[src/rtl/lfsr_rng.sv]
// Parametrised Fibonacci LFSR with reseed, all-zero recovery and a
// rejection-sampled bounded request/response port.
module lfsr_rng #(
  parameter int               WIDTH     = 10,
  parameter logic [WIDTH-1:0] TAPS      = 10'h240,
  parameter logic [WIDTH-1:0] SEED      = 10'h001,
  parameter int               OUT_W     = 8,
  parameter int               MAX_TRIES = 16
) (
  input  logic             clk_22,
  input  logic             rst,
  input  logic             en,
  input  logic             load,
  input  logic [WIDTH-1:0] seed_i,
  output logic [WIDTH-1:0] num,
  output logic             lockup_o,
  input  logic             req_valid,
  output logic             req_ready,
  input  logic [OUT_W-1:0] limit_i,
  output logic             rsp_valid,
  input  logic             rsp_ready,
  output logic [OUT_W-1:0] rsp_data,
  output logic             rsp_timeout
);

  localparam int               TW       = $clog2(MAX_TRIES + 1);
  localparam logic [TW-1:0]    TRY_LAST = TW'(MAX_TRIES - 1);
  localparam logic [WIDTH-1:0] ONE      = WIDTH'(1);
  localparam logic [WIDTH-1:0] ZERO     = {WIDTH{1'b0}};
  localparam logic [WIDTH-1:0] SEED_EFF = (SEED == ZERO) ? ONE : SEED;

  typedef enum logic [1:0] {
    IDLE   = 2'd0,
    SEARCH = 2'd1,
    RESP   = 2'd2
  } fsm_t;

  fsm_t             fsm_r, fsm_nxt_s;
  logic [WIDTH-1:0] state_r, state_nxt_s;
  logic             lockup_r, lockup_nxt_s;
  logic [OUT_W-1:0] limit_r, limit_nxt_s;
  logic [OUT_W-1:0] cand_s;
  logic [OUT_W-1:0] rsp_data_r, rsp_data_nxt_s;
  logic             rsp_timeout_r, rsp_timeout_nxt_s;
  logic [TW-1:0]    tries_r, tries_nxt_s;
  logic             req_ready_r, rsp_valid_r;

  function automatic logic [WIDTH-1:0] lfsr_step(input logic [WIDTH-1:0] s);
    return {s[WIDTH-2:0], ^(s & TAPS)};
  endfunction

  assign cand_s = state_r[OUT_W-1:0];

  // LFSR state next value: load beats lock-up recovery beats stepping.
  always_comb begin
    state_nxt_s  = state_r;
    lockup_nxt_s = 1'b0;
    if (load) begin
      state_nxt_s = (seed_i == ZERO) ? ONE : seed_i;
    end else if (state_r == ZERO) begin
      state_nxt_s  = ONE;
      lockup_nxt_s = 1'b1;
    end else if (en || (fsm_r == SEARCH)) begin
      state_nxt_s = lfsr_step(state_r);
    end else begin
      state_nxt_s = state_r;
    end
  end

  // Request FSM next state and response capture.
  always_comb begin
    fsm_nxt_s         = fsm_r;
    limit_nxt_s       = limit_r;
    tries_nxt_s       = tries_r;
    rsp_data_nxt_s    = rsp_data_r;
    rsp_timeout_nxt_s = rsp_timeout_r;
    case (fsm_r)
      IDLE: begin
        if (req_valid) begin
          limit_nxt_s = limit_i;
          tries_nxt_s = {TW{1'b0}};
          fsm_nxt_s   = SEARCH;
        end else begin
          fsm_nxt_s = IDLE;
        end
      end
      SEARCH: begin
        if (cand_s <= limit_r) begin
          rsp_data_nxt_s    = cand_s;
          rsp_timeout_nxt_s = 1'b0;
          fsm_nxt_s         = RESP;
        end else if (tries_r == TRY_LAST) begin
          // Bound itself is always a legal fallback value.
          rsp_data_nxt_s    = limit_r;
          rsp_timeout_nxt_s = 1'b1;
          fsm_nxt_s         = RESP;
        end else begin
          tries_nxt_s = tries_r + TW'(1);
        end
      end
      RESP: begin
        if (rsp_ready) begin
          fsm_nxt_s = IDLE;
        end else begin
          fsm_nxt_s = RESP;
        end
      end
      default: begin
        fsm_nxt_s = IDLE;
      end
    endcase
  end

  // State, FSM and registered outputs.
  always_ff @(posedge clk_22 or negedge rst) begin
    if (!rst) begin
      state_r       <= SEED_EFF;
      lockup_r      <= 1'b0;
      fsm_r         <= IDLE;
      limit_r       <= {OUT_W{1'b0}};
      tries_r       <= {TW{1'b0}};
      rsp_data_r    <= {OUT_W{1'b0}};
      rsp_timeout_r <= 1'b0;
      req_ready_r   <= 1'b1;
      rsp_valid_r   <= 1'b0;
    end else begin
      state_r       <= state_nxt_s;
      lockup_r      <= lockup_nxt_s;
      fsm_r         <= fsm_nxt_s;
      limit_r       <= limit_nxt_s;
      tries_r       <= tries_nxt_s;
      rsp_data_r    <= rsp_data_nxt_s;
      rsp_timeout_r <= rsp_timeout_nxt_s;
      req_ready_r   <= (fsm_nxt_s == IDLE);
      rsp_valid_r   <= (fsm_nxt_s == RESP);
    end
  end

  assign num         = state_r;
  assign lockup_o    = lockup_r;
  assign req_ready   = req_ready_r;
  assign rsp_valid   = rsp_valid_r;
  assign rsp_data    = rsp_data_r;
  assign rsp_timeout = rsp_timeout_r;

endmodule

[config.mk]
export PLATFORM = sky130hd
export DESIGN_NAME = lfsr_rng
export DESIGN_NICKNAME = d
export VERILOG_FILES = /design/src/rtl/lfsr_rng.sv
export SDC_FILE = /design/constraint.sdc
export NUM_CORES = 1
export LEC_CHECK = 0
export ABC_AREA = 0
export CAP_MARGIN = 20
export CORE_MARGIN = 2
export CORE_UTILIZATION = 50
export DETAILED_ROUTE_END_ITERATION = 16
export PLACE_DENSITY = 0.79
export SKIP_CTS_REPAIR_TIMING = 1
export SLEW_MARGIN = 15
export SYNTH_ARGS = -nofsm -noshare
export SYNTH_HDL_FRONTEND = slang
export SYNTH_SLANG_ARGS = --single-unit
[constraint.sdc]
create_clock -name clk_22 -period 2.22 [get_ports clk_22]
set_clock_uncertainty 0.1 [all_clocks]
set_input_delay 0.222 -clock clk_22 [delete_from_list [all_inputs] [get_ports clk_22]]
set_output_delay 0.222 -clock clk_22 [all_outputs]
set_load 0.03 [all_outputs]
==> reports/summary.md <==
The count of nets left with antenna violations once routing finished came out at 0. The clock edge transition at the registers on the reported setup and hold paths was 70 ps; the worst reg-to-reg setup slack was 90 ps. The count of distinct cell types in the synthesized netlist is 45. After routing, the total negative slack on setup checks comes to 0 ps. Entering global routing, the biggest net connects 38 pins. The number of rows in the core area came out at 23. The global routing usage on met1 came out at 32.9%. The via count normalized by instance count came out at 5.58. The cell repeated most along the worst path was sky130_fd_sc_hd__a21o_1. The number of nets handed over by synthesis was 244. Global routing consumed, on the met3 layer, 4.77% of the routing resources. Final critical delay including setup and external delays: 2130 ps. The commonest register cell after synthesis is sky130_fd_sc_hd__dfrtp_1. Post-synthesis async set-or-reset flop share: 100%.

The total power is 3.60 mW. Dividing the detail-routed wire length by the instance count gives 15.4 um. STA classifies the critical path startpoint as a register. The mean instance size in the synthesized netlist works out to 9.76 um^2. The logs give 4 for the detailed-router iteration count before antenna repair and 4630 um^2 for the die footprint. After filler insertion, the fill cell instance count of the layout stands at 308. Measured on the finished design, the core utilization comes to 70.2%. The run gives 8.31 mm as the wire length of the first global-routing pass.

Setup slack closes at 91.5 ps. After legalization and detailed placement, the total HPWL measured 3.76 mm. For this block, the via count after detailed routing is 1802. The number of antenna violations at the first check in global routing is 0, and the detailed router's first-iteration violation count is 180.

The critical path's slowest cell was sky130_fd_sc_hd__dfstp_2. Buffers inserted during clock tree synthesis total 5. The repair_antennas step left the layout with diodes totalling 0. The synthesis-to-layout area growth is 36.1%, and the count of final max-slew check failures is 0. After routing the design area is 2790 um^2. After the flow finishes, the layout carries non-filler instances totaling 323.

The count of buffering cells on the critical path with inverters included works out to 2. The logs give 2640 um^2 for the total cell area at the placement stage and 0 for the final count of negative-setup-slack endpoints. The most common cell in the synthesized netlist is sky130_fd_sc_hd__dfrtp_1. The sink count of the clock tree was 37. The min-delay analysis places its worst path in the category in -> async. The flip-flop and latch count after synthesis works out to 37.

Summed over all layers, the global routing overflow is 0. Data on the critical path is required at its endpoint by 2350 ps. Among cell families on the critical path, the largest total delay comes from compound AO/OA/AOI/OAI gates.

The share of cells above drive strength 1 is 17.6%, and the die extent in x is 68.0 um. In this run the worst path has a maximum fanout of 9. The number of global-route vias before repair was 1723. The tools report the maximum clock frequency as 470 MHz.

The overall track demand over capacity in global routing came out at 24.5%. met2 is the most crowded layer. The run gives 4.96 mm as the overall routed net length.

For the post-route DRC violation count, the log shows 0. The logs give 45.3% for the share of synthesized area occupied by flip-flops and latches and 2 for the largest buffer count on any clock path. By startpoint and endpoint, the worst setup path is classified as reg -> reg. The power density over the cells works out to 1290 nW/um^2. For the pin with the worst max-slew slack, the measured transition is 463 ps. The largest single stage delay on the critical path is 530 ps. STA classifies the critical path endpoint as a register. The critical path data arrival time was 2260 ps; the number of synthesis warnings was 0.

For the total I/O pin count, the log shows 46. Prior to clock tree synthesis, the placed netlist has a worst setup slack of 76.4 ps. The leakage component of the power came out at 1.23 nW. Final worst-path cycle share: 95.9%. The die span in y works out to 68.0 um. Walking the worst path, the cells encountered are inv_1, ha_1, and4_1, a21oi_1, a21o_1, a21oi_4, buf_4, a21o_1. The mapped netlist covers 2050 um^2.

The number of port buffers is 45. TritonCTS built the clock tree. After the last flow step, the layout net total stands at 306. By area the synthesized netlist is led by sky130_fd_sc_hd__dfrtp_1, sky130_fd_sc_hd__ha_1, sky130_fd_sc_hd__inv_1, sky130_fd_sc_hd__o21ai_0, sky130_fd_sc_hd__o221ai_1. The worst pin sits at a relative slew slack of 69.2%.

The later pin in the worst-skew pair is clocked with a latency of 300 ps. In this run, synthesis inferred 0 flip-flops with an integrated enable. The biggest area contributor in the post-synthesis netlist is sky130_fd_sc_hd__dfrtp_1. The synthesized design devotes to its leading area cell type 42.7% of total area. The tools report the effective utilization at floorplan as 51.6%.

Ranked by instance count, the synthesized netlist is headed by sky130_fd_sc_hd__dfrtp_1, sky130_fd_sc_hd__inv_1, sky130_fd_sc_hd__nor2_1, sky130_fd_sc_hd__nand2_1, sky130_fd_sc_hd__o21ai_0. The worst hold slack was 249 ps. Setup repair after global routing left no endpoint under its margin.

The tools report the CTS root buffer as sky130_fd_sc_hd__clkbuf_8. The number of instances in the synthesized netlist is 210, and the met2 demand-to-capacity share in global routing is 38.7%. The number of placed instances, taps included, is 313.

The run gives 2 as the H-tree depth. IR analysis of the VDD net gives a maximum drop of 0.666 mV. The tool flagged a number of max-cap violations equal to 0. The final weighted congestion in routability-driven placement was 0.988. The flow ran to the end, and the final reports show no timing, DRC or antenna violations. The number of hold-slack violations in the final timing report is 0, and the core box area is 3970 um^2.
==> cell families (layout without fill, tap and decap cells) <==
kind of cell	Yosys count	after routing	synth area share, %
buffers and inverters	25	88	5.07
AND/OR/NAND/NOR	74	74	19.4
multiplexers	7	7	3.72
XOR/XNOR	1	1	0.427
adder cells (fa/ha/maj)	10	10	6.11
AO/OA/AOI/OAI	56	56	20.0
flip-flops	37	37	45.3
==> flip-flops by register name (all words and copies together), names as in the netlist, 2 cells and up <==
name and cells:
fsm_r 2, limit_r 8, num 10, rsp_data 8, tries_r 5
==> per-layer routing <==
layer	wire length (um)	share of wire, %	vias to the layer above
met3	295	5.9	10
met5	0	0	-
li1	-	-	878
met4	104	2.1	0
met1	2160	43	850
met2	2400	48	64
==> layout by cell type, fill, tap and decap left out, types with 5 or more instances in the layout <==
| cell type | count |
|---|---|
| sky130_fd_sc_hd__clkdlybuf4s50_1 | 45 |
| sky130_fd_sc_hd__dfrtp_1 | 35 |
| sky130_fd_sc_hd__inv_1 | 19 |
| sky130_fd_sc_hd__nor2_1 | 18 |
| sky130_fd_sc_hd__nand2_1 | 16 |
| sky130_fd_sc_hd__buf_4 | 16 |
| sky130_fd_sc_hd__o21ai_0 | 14 |
| sky130_fd_sc_hd__nand3_1 | 13 |
| sky130_fd_sc_hd__a21oi_1 | 10 |
| sky130_fd_sc_hd__ha_1 | 9 |
| sky130_fd_sc_hd__nand4_1 | 8 |
| sky130_fd_sc_hd__o221ai_1 | 8 |
| sky130_fd_sc_hd__a21oi_2 | 6 |
| sky130_fd_sc_hd__mux2i_1 | 5 |
| sky130_fd_sc_hd__clkbuf_8 | 5 |
==> power by group <==
part	internal, mW	leakage (nW)	switching, mW
combinational	0.752	0.703	1.06
sequential	0.926	0.459	0.171
clock	0.446	0.0681	0.244
total	2.12	1.23	1.48
==> path summary, 6_finish.rpt <==
check                           start    endpoint  depth (start not counted)
max                            num[0]    fsm_r[1]                          8
min                               rst      num[9]                          2
max reg2reg                    num[0]    fsm_r[1]                          8
min reg2reg                    num[0]      num[0]                          2
max in group asynchronous         rst   req_ready                          2
min in group clk_22        limit_i[7]  limit_r[7]                          3
==> worst register-to-register path, cell delays in order (launching register included) <==
cell and delay, ps:
sky130_fd_sc_hd__dfstp_2 530, sky130_fd_sc_hd__inv_1 50, sky130_fd_sc_hd__ha_1 270, sky130_fd_sc_hd__and4_1 300
sky130_fd_sc_hd__a21oi_1 100, sky130_fd_sc_hd__a21o_1 210, sky130_fd_sc_hd__a21oi_4 260, sky130_fd_sc_hd__buf_4 180
sky130_fd_sc_hd__a21o_1 70
==> area by class of cell <==
class	count	area (um^2)	area share (%)
Clock buffer	5	68.8	2.47
Clock inverter	3	65.1	2.33
Inverter	19	71.3	2.56
Multi-Input combinational cell	148	1020	36.7
Sequential cell	37	928	33.3
Tap cell	50	62.6	2.24
Timing Repair Buffer	61	571	20.5
No activity file was read; power rests on OpenSTA's default activity.
